### config.mk
export PLATFORM = sky130hd
export DESIGN_NAME = ps2_host_tx
export DESIGN_NICKNAME = d
export VERILOG_FILES = /design/src/rtl/ps2_host_tx.sv
export SDC_FILE = /design/constraint.sdc
export NUM_CORES = 1
export LEC_CHECK = 0
export CAP_MARGIN = 30
export CORE_ASPECT_RATIO = 1.1
export CORE_MARGIN = 3
export CORE_UTILIZATION = 40
export CTS_CLUSTER_DIAMETER = 150
export DETAILED_ROUTE_END_ITERATION = 7
export PLACE_DENSITY_LB_ADDON = 0.15
export SLEW_MARGIN = 20
export SYNTH_ARGS = -nofsm -noshare
export SYNTH_HDL_FRONTEND = slang
export SYNTH_SLANG_ARGS = --single-unit
### constraint.sdc
create_clock -name clk -period 3.7 [get_ports clk]
set_clock_uncertainty 0.1 [all_clocks]
set_input_delay 0.74 -clock clk [delete_from_list [all_inputs] [get_ports clk]]
set_output_delay 0.74 -clock clk [all_outputs]
set_load 0.02 [all_outputs]
### src/rtl/ps2_host_tx.sv
// PS/2 host-to-device transmitter. Accepts one command byte, runs the
// request-to-send sequence on the open-drain clock/data lines, shifts the
// frame out on device clock falls and reports the device ACK.
// Optional build macro: PS2_TX_RETRY_EN (automatic retry on NACK/timeout,
// adds the retry_cnt output).
//
// Handshake: tx_data is accepted on a clock edge where tx_valid and
// tx_ready are both 1; tx_ready is high only in IDLE, and tx_valid is
// ignored otherwise.
module ps2_host_tx #(
  parameter int CLK_HZ     = 50000000,
  parameter int INHIBIT_US = 120,
  parameter int TIMEOUT_US = 20000,
  parameter int MAX_RETRY  = 2
) (
  input  logic       clk,
  input  logic       reset,
  input  logic [7:0] tx_data,
  input  logic       tx_valid,
  output logic       tx_ready,
  input  logic       ps2_clk_in,
  input  logic       ps2_data_in,
  output logic       ps2_clk_oe,
  output logic       ps2_data_oe,
  output logic       busy,
  output logic       rx_inhibit,
  output logic       done,
  output logic       ack_ok,
  output logic       err_timeout
`ifdef PS2_TX_RETRY_EN
  ,
  output logic [1:0] retry_cnt
`endif
);

  localparam int INHIBIT_CYC = (CLK_HZ / 1000000) * INHIBIT_US;
  localparam int TIMEOUT_CYC = (CLK_HZ / 1000000) * TIMEOUT_US;
  localparam int CNT_W       = $clog2(INHIBIT_CYC + 1);
  localparam int TMR_W       = $clog2(TIMEOUT_CYC + 1);

  typedef enum logic [2:0] {
    S_IDLE, S_INHIBIT, S_RTS, S_XFER, S_ACK, S_WAIT_REL, S_DONE
  } state_t;

  // state is kept as a named signal so checkers can bind to it directly
  state_t             state, state_d;
  logic [CNT_W-1:0]   cnt, cnt_d;
  logic [TMR_W-1:0]   timer, timer_d;
  logic [3:0]         bit_cnt, bit_cnt_d;
  logic [9:0]         shreg, shreg_d;
  logic               ack_reg, ack_reg_d;
  logic               data_oe_d, clk_oe_d, done_d, ack_ok_d, err_d;
  logic               failed, failed_tmo, tmo_hit;
  logic [2:0]         clk_s, data_s;
  logic               dev_fall;

`ifdef PS2_TX_RETRY_EN
  logic [7:0] byte_q, byte_d;
  logic [1:0] retry_d;
`else
  // Retries are compiled out; MAX_RETRY only shapes the retry build.
  if (MAX_RETRY > 3) begin : g_retry_unused
  end
`endif

  assign dev_fall   = clk_s[2] & ~clk_s[1];
  // timer counts cycles elapsed since the last fall, so done lands exactly
  // TIMEOUT_CYC cycles after it; a fall always wins over the timeout
  assign tmo_hit    = ~dev_fall && (timer == TMR_W'(TIMEOUT_CYC - 1));
  assign rx_inhibit = busy;

  // three-stage synchronisers on both raw pin levels (idle lines read high)
  always_ff @(posedge clk) begin
    if (reset) begin
      clk_s  <= 3'b111;
      data_s <= 3'b111;
    end else begin
      clk_s  <= {clk_s[1:0], ps2_clk_in};
      data_s <= {data_s[1:0], ps2_data_in};
    end
  end

  // next-state and next-output logic; every pin and status output is registered
  always_comb begin
    state_d    = state;
    cnt_d      = cnt;
    timer_d    = timer;
    bit_cnt_d  = bit_cnt;
    shreg_d    = shreg;
    ack_reg_d  = ack_reg;
    data_oe_d  = ps2_data_oe;
    done_d     = 1'b0;
    ack_ok_d   = 1'b0;
    err_d      = 1'b0;
    failed     = 1'b0;
    failed_tmo = 1'b0;
`ifdef PS2_TX_RETRY_EN
    byte_d     = byte_q;
    retry_d    = retry_cnt;
`endif
    case (state)
      S_IDLE: begin
        data_oe_d = 1'b0;
        if (tx_valid && tx_ready) begin
          shreg_d = {1'b1, ~^tx_data, tx_data};
          cnt_d   = CNT_W'(INHIBIT_CYC);
          state_d = S_INHIBIT;
`ifdef PS2_TX_RETRY_EN
          byte_d  = tx_data;
          retry_d = 2'd0;
`endif
        end
      end
      S_INHIBIT: begin
        // cnt==1 marks the last of INHIBIT_CYC cycles with only clock held
        if (cnt <= CNT_W'(1)) begin
          data_oe_d = 1'b1;
          state_d   = S_RTS;
        end else begin
          cnt_d = cnt - 1'b1;
        end
      end
      S_RTS: begin
        bit_cnt_d = 4'd0;
        timer_d   = TMR_W'(1);
        state_d   = S_XFER;
      end
      S_XFER: begin
        if (dev_fall) begin
          data_oe_d = ~shreg[0];
          shreg_d   = {1'b0, shreg[9:1]};
          bit_cnt_d = bit_cnt + 1'b1;
          timer_d   = TMR_W'(1);
          if (bit_cnt == 4'd9) state_d = S_ACK;
        end else if (tmo_hit) begin
          failed     = 1'b1;
          failed_tmo = 1'b1;
        end else begin
          timer_d = timer + 1'b1;
        end
      end
      S_ACK: begin
        data_oe_d = 1'b0;
        if (dev_fall) begin
          ack_reg_d = ~data_s[1];
          timer_d   = TMR_W'(1);
          state_d   = S_WAIT_REL;
        end else if (tmo_hit) begin
          failed     = 1'b1;
          failed_tmo = 1'b1;
        end else begin
          timer_d = timer + 1'b1;
        end
      end
      S_WAIT_REL: begin
        data_oe_d = 1'b0;
        if (clk_s[2] && data_s[2]) begin
          if (ack_reg) begin
            done_d   = 1'b1;
            ack_ok_d = 1'b1;
            state_d  = S_DONE;
          end else begin
            failed = 1'b1;
          end
        end else if (tmo_hit) begin
          failed     = 1'b1;
          failed_tmo = 1'b1;
        end else begin
          timer_d = timer + 1'b1;
        end
      end
      S_DONE: begin
        data_oe_d = 1'b0;
        state_d   = S_IDLE;
      end
      default: begin
        data_oe_d = 1'b0;
        state_d   = S_IDLE;
      end
    endcase

    // a NACK or timeout releases the lines and either retries or finishes
    if (failed) begin
      data_oe_d = 1'b0;
`ifdef PS2_TX_RETRY_EN
      if (retry_cnt < 2'(MAX_RETRY)) begin
        retry_d = retry_cnt + 1'b1;
        shreg_d = {1'b1, ~^byte_q, byte_q};
        cnt_d   = CNT_W'(INHIBIT_CYC);
        state_d = S_INHIBIT;
      end else
`endif
      begin
        done_d  = 1'b1;
        err_d   = failed_tmo;
        state_d = S_DONE;
      end
    end

    clk_oe_d = (state_d == S_INHIBIT) || (state_d == S_RTS);
  end

  // state and registered outputs; reset releases both lines immediately
  always_ff @(posedge clk) begin
    if (reset) begin
      state       <= S_IDLE;
      cnt         <= '0;
      timer       <= '0;
      bit_cnt     <= '0;
      shreg       <= '0;
      ack_reg     <= 1'b0;
      tx_ready    <= 1'b0;
      busy        <= 1'b0;
      ps2_clk_oe  <= 1'b0;
      ps2_data_oe <= 1'b0;
      done        <= 1'b0;
      ack_ok      <= 1'b0;
      err_timeout <= 1'b0;
`ifdef PS2_TX_RETRY_EN
      byte_q      <= '0;
      retry_cnt   <= '0;
`endif
    end else begin
      state       <= state_d;
      cnt         <= cnt_d;
      timer       <= timer_d;
      bit_cnt     <= bit_cnt_d;
      shreg       <= shreg_d;
      ack_reg     <= ack_reg_d;
      tx_ready    <= (state_d == S_IDLE);
      busy        <= (state_d != S_IDLE);
      ps2_clk_oe  <= clk_oe_d;
      ps2_data_oe <= data_oe_d;
      done        <= done_d;
      ack_ok      <= ack_ok_d;
      err_timeout <= err_d;
`ifdef PS2_TX_RETRY_EN
      byte_q      <= byte_d;
      retry_cnt   <= retry_d;
`endif
    end
  end

endmodule

After elaboration in Yosys (flattened, before gate mapping) --
Cells that the tools add are included. Widths: inputs -> output; s select.
Word-level totals: output and inout port bits 8, logic and storage cells 96, register bits after elaboration 64
Operators by class: order comparisons 1, bitwise gates (word level) 7, multiplexer cells 35, add/subtract/negate cells 3, equal/unequal tests 14, reductions and logical operators 21
Operators with widths (number):
- $mux 20 | 3
- $pmux 20 s3 | 1
- $mux 13 | 2
- $pmux 13 s2 | 1
- $mux 3 | 8
- $add 20x1->20 const B | 1
- $eq 20x20->1 const B | 1
- $mux 10 | 2
- $pmux 10 s2 | 1
- $pmux 3 s6 | 1
- $le 13x1->1 const B | 1
- $sub 13x1->13 const B | 1
- $mux 1 | 11
- $ne 2x2->1 const B | 5
- $eq 3x2->1 const B | 3
- $reduce_and 3->1 | 3
- $pmux 4 s2 | 1
- $reduce_xnor 8->1 | 1
- $eq 3x1->1 const B | 2
- $eq 3x3->1 const B | 2
- $logic_not 3->1 | 2
- $not 1->1 | 6
- $reduce_and 2->1 | 3
- $reduce_bool 2->1 | 3
- other kinds (10) | 16

Logic depth before layout (Yosys ltp) --
depth after elaboration 10, mapped depth 7, gate-level depth less buffers 6

Worst setup path before layout --
Ideal clock, no wire load.
path kind input -> register, from in tx_valid, to reg shreg[5], stages 7, buffers on the path 2, arrival 2020 ps, required time 3509 ps, path slack 1489 ps, cell sequence nand2_1 > or4_1 > clkbuf_1 > nand2_1 > clkbuf_1 > nor2_1 > a311oi_1
Between the ends: cells in the longest elaborated chain, start to end 3
Ends and longest elaborated chain:
- start: declaration | RTL line 19 | input logic tx_valid,
- $logic_and 1x1->1 | RTL line 104 | if (tx_valid && tx_ready) begin
- $ne 2x2->1 (no line)
- $reduce_and 3->1 (no line)
- end signal: assignment | RTL line 228 | shreg <= shreg_d;
- end: declaration | RTL line 50 | logic [9:0] shreg, shreg_d;
No other way between the ends. A chain may end at the register's enable or synchronous reset.

Worst setup path after layout --
from reg timer[6], to reg timer[3]
Between the ends: cells in the longest elaborated chain, start to end 5
Ends and longest elaborated chain:
- start: declaration | RTL line 48 | logic [TMR_W-1:0] timer, timer_d;
- start signal: assignment | RTL line 226 | timer <= timer_d;
- $eq 20x20->1 (*) | RTL line 69 | assign tmo_hit = ~dev_fall && (timer == TMR_W'(TIMEOUT_CYC - 1));
- $logic_and 1x1->1 (*) | RTL line 69
- $mux 20 (*)
- $mux 20 (on tied branches)
- $pmux 20 s3 (*)
Mark *: on every way between the ends. The rest lies on a longest branch, timed or not. The select of a mux whose other input is x is not followed.

==> impl_metrics.tcl <==
set metrics [dict create \
    dp_hpwl_mm 4.935 \
    floorplan.die_area_mm2 0.008948 \
    post_synthesis_average_cell_area_um2 8.305 \
    core_region_area_mm2 0.007556 \
    maxClockFrequency_mhz 395.5 \
    grt_pass1_vias 2502 \
    tightestPinTransition_ps 707.4 \
    synth_enable_flop_cells 0 \
    route.detailed.drc 0 \
    post_synth_inst_count 378 \
    yosysWarningCount 0 \
    yosys.cell_count.top_type "dfxtp_1" \
    floorplan.rows 33 \
    worst_ep_required_time_ps 3810 \
    synth-seq-cells 64 \
    buffer_ports.inserted 20 \
    postSynth.topFlopCell "dfxtp_1" \
    power.static_leakage_nw 1.258 \
    drv.max_cap_violation_count 0 \
    cts.repair.resized 0 \
    crit_path_end_kind "flip-flop" \
    power.total_w 0.002446 \
    critPathKind "reg2reg" \
    ir_drop_uv 226.6 \
    wl_per_cell_um 14.13 \
    cell_area_after_technology_mapping_mm2 0.003139 \
    critPathArrivalTime_ps 2630 \
    die_h_um 98.92 \
    wirelength_mm 7.079 \
    starting_utilization_of_the_core_area 0.4155 \
    layout-drive-gt1-share 0.08333 \
    synth_top_area_cell "dfxtp_1" \
    fin_setup_tns_ps 0 \
    min_clock_period_post_route_ps 2528 \
    tritoncts_clock_tree "built" \
    finish.net_count 409 \
    synth_cell_type_count 51 \
    layout_worst_path_cycle_share 0.6834 \
    first_iter_violations 160 \
    num_io_pins 21 \
    clock_sink_count 64 \
    reg_top3 "timer (20), cnt (13), shreg (10)" \
    gp_congestion 0.7888 \
    crit_path_start_kind "flip-flop" \
    critical_path.max_stage_delay_ps 660 \
    drt_pass1_iterations 4 \
    synth_async_sr_flop_share 0 \
    result_of_the_run "complete, no violations" \
    ys_top_cells_by_area "dfxtp_1 41%, a21oi_1 5.1%, nand2_1 4.4%" \
    cts_inserted_buffers 9 \
    worst_setup_path_startpoint "timer[6]" \
    largest_net_degree_at_the_start_of_global_routing 41 \
    setup_viol 0 \
    worst_min_path_start "clk_s[0]" \
    grt_first_pass_wirelength_mm 12.23 \
    ant_nets 0 \
    flip_flop_count_of_the_largest_register_all_copies_and_words_added 20 \
    holdCritPathClass "reg2reg" \
    crit_path_cell_trace "or4_1 > nor4_1 > a211o_1 > or2_2 > a21oi_1" \
    grt_antenna_before_repair 0 \
    cts_setup_buffers 0 \
    groute.usage.overall 0.1708 \
    relSlewSlack 0.5241 \
    total_number_of_vias 2744 \
    htreeDepth 3 \
    viasPerCell 5.477 \
    top_register "timer" \
    unrepaired_setup_endpoints_after_global_routing "false" \
    root_buffer "clkbuf_8" \
    synth_largest_type_area_fraction 0.4081 \
    horizontal_extent_of_the_die_um 90.47 \
    cts.reportedPaths.clkPinSlew_ps 80 \
    clock_path_buffers 2 \
    power.density_mw_per_mm2 676.1 \
    insertion_delay_ps 350 \
    grt_remaining_overflow 0 \
    report.final.slew_viol_count 0 \
    ys_top_cells_by_count "64 x dfxtp_1, 37 x nand2_1, 32 x a21oi_1, 32 x nor2_1" \
    diodes 0 \
    synth_seq_area_share 0.4081 \
    syn_to_layout_area_delta_pct 15.27 \
    hold_ws_ps 311.6 \
    cpMaxStageDelayCell "nor4_1" \
    hold_violations 0 \
    syn-num-nets 396 \
    timing.critical_path.fanout_max 14 \
    cts_hold_buffers 0 \
    finish.utilization 0.4789 \
    critical_path.reg2reg.startpoint "timer[6]" \
]
[area by class of cell]
class / count / area [um2]
clock inverter: 6 / 82.58
fill: 757 / 3938
multi-input combinational: 285 / 1733
inverter: 8 / 30.03
timing repair buffer: 23 / 222.7
sequential: 64 / 1281
clock buffer: 10 / 137.6
tap: 105 / 131.4
[routing by layer]
metal,vias to the layer above,share of wire,global-route usage
li1,1419,-,-
met1,1270,0.46,0.2124
met2,45,0.48,0.2778
met3,10,0.043,0.04733
met4,0,0.016,0.07303
met5,-,0,0
[layout by cell type, fill, tap and decap left out, drive strengths merged, types with 2 or more instances in the layout]
master / n
a211oi: 4
a21o: 2
a21oi: 32
a311oi: 9
a31o: 3
a31oi: 4
and2: 2
and3: 7
buf: 3
bufinv: 2
clkbuf: 10
clkdlybuf4s50: 20
clkinv: 3
dfxtp: 64
ha: 5
inv: 8
nand2: 37
nand2b: 5
nand3: 14
nand3b: 2
nand4: 5
nor2: 32
nor2b: 4
nor3: 9
nor4: 5
o2111ai: 5
o211ai: 9
o21a: 3
o21ai: 18
o31ai: 4
or2: 8
or3: 16
or4: 12
xnor2: 8
xor2: 9
[cell families after synthesis]
group | Yosys count | share of synthesized area
flops | 64 | 0.4081
simple gates | 163 | 0.2734
fa+ha+maj | 5 | 0.01993
xor+xnor | 17 | 0.04743
buf+inv | 29 | 0.03986
mux | 1 | 0.003189
compound gates | 99 | 0.2081
[worst max-delay path: cells and delay by family, from the launching register on]
| family | cells | cell delay [ps] |
|---|---|---|
| flip-flops | 1 | 370 |
| AND/OR/NAND/NOR | 3 | 1400 |
| AO/OA/AOI/OAI | 2 | 510 |
[stage by stage]
| stage | setup slack [ps] | std cells | area [um2] |
|---|---|---|---|
| floorplan | 1490 | 378 | 3139 |
| global placement | 996.8 | 485 | 3398 |
| detailed placement | 930.5 | 485 | 3398 |
| CTS | 1205 | 501 | 3618 |
| global route | 977.6 | 501 | 3618 |
| finish | 1172 | 501 | 3618 |
[final timing paths]
check                  end  slack, ps  cells past startpoint
setup / recovery  timer[3]       1170                      5
hold reg to reg   clk_s[1]        310                      1
setup reg to reg  timer[3]       1170                      5
hold / removal    clk_s[1]        310                      1
[power by group]
group	switching (W)	internal [W]	leakage (nW)
Sequential	0.000119	0.000811	0.521
Clock	0.000273	0.000394	0.112
Combinational	0.000511	0.000339	0.626
Power figures use the tool's default switching activity.
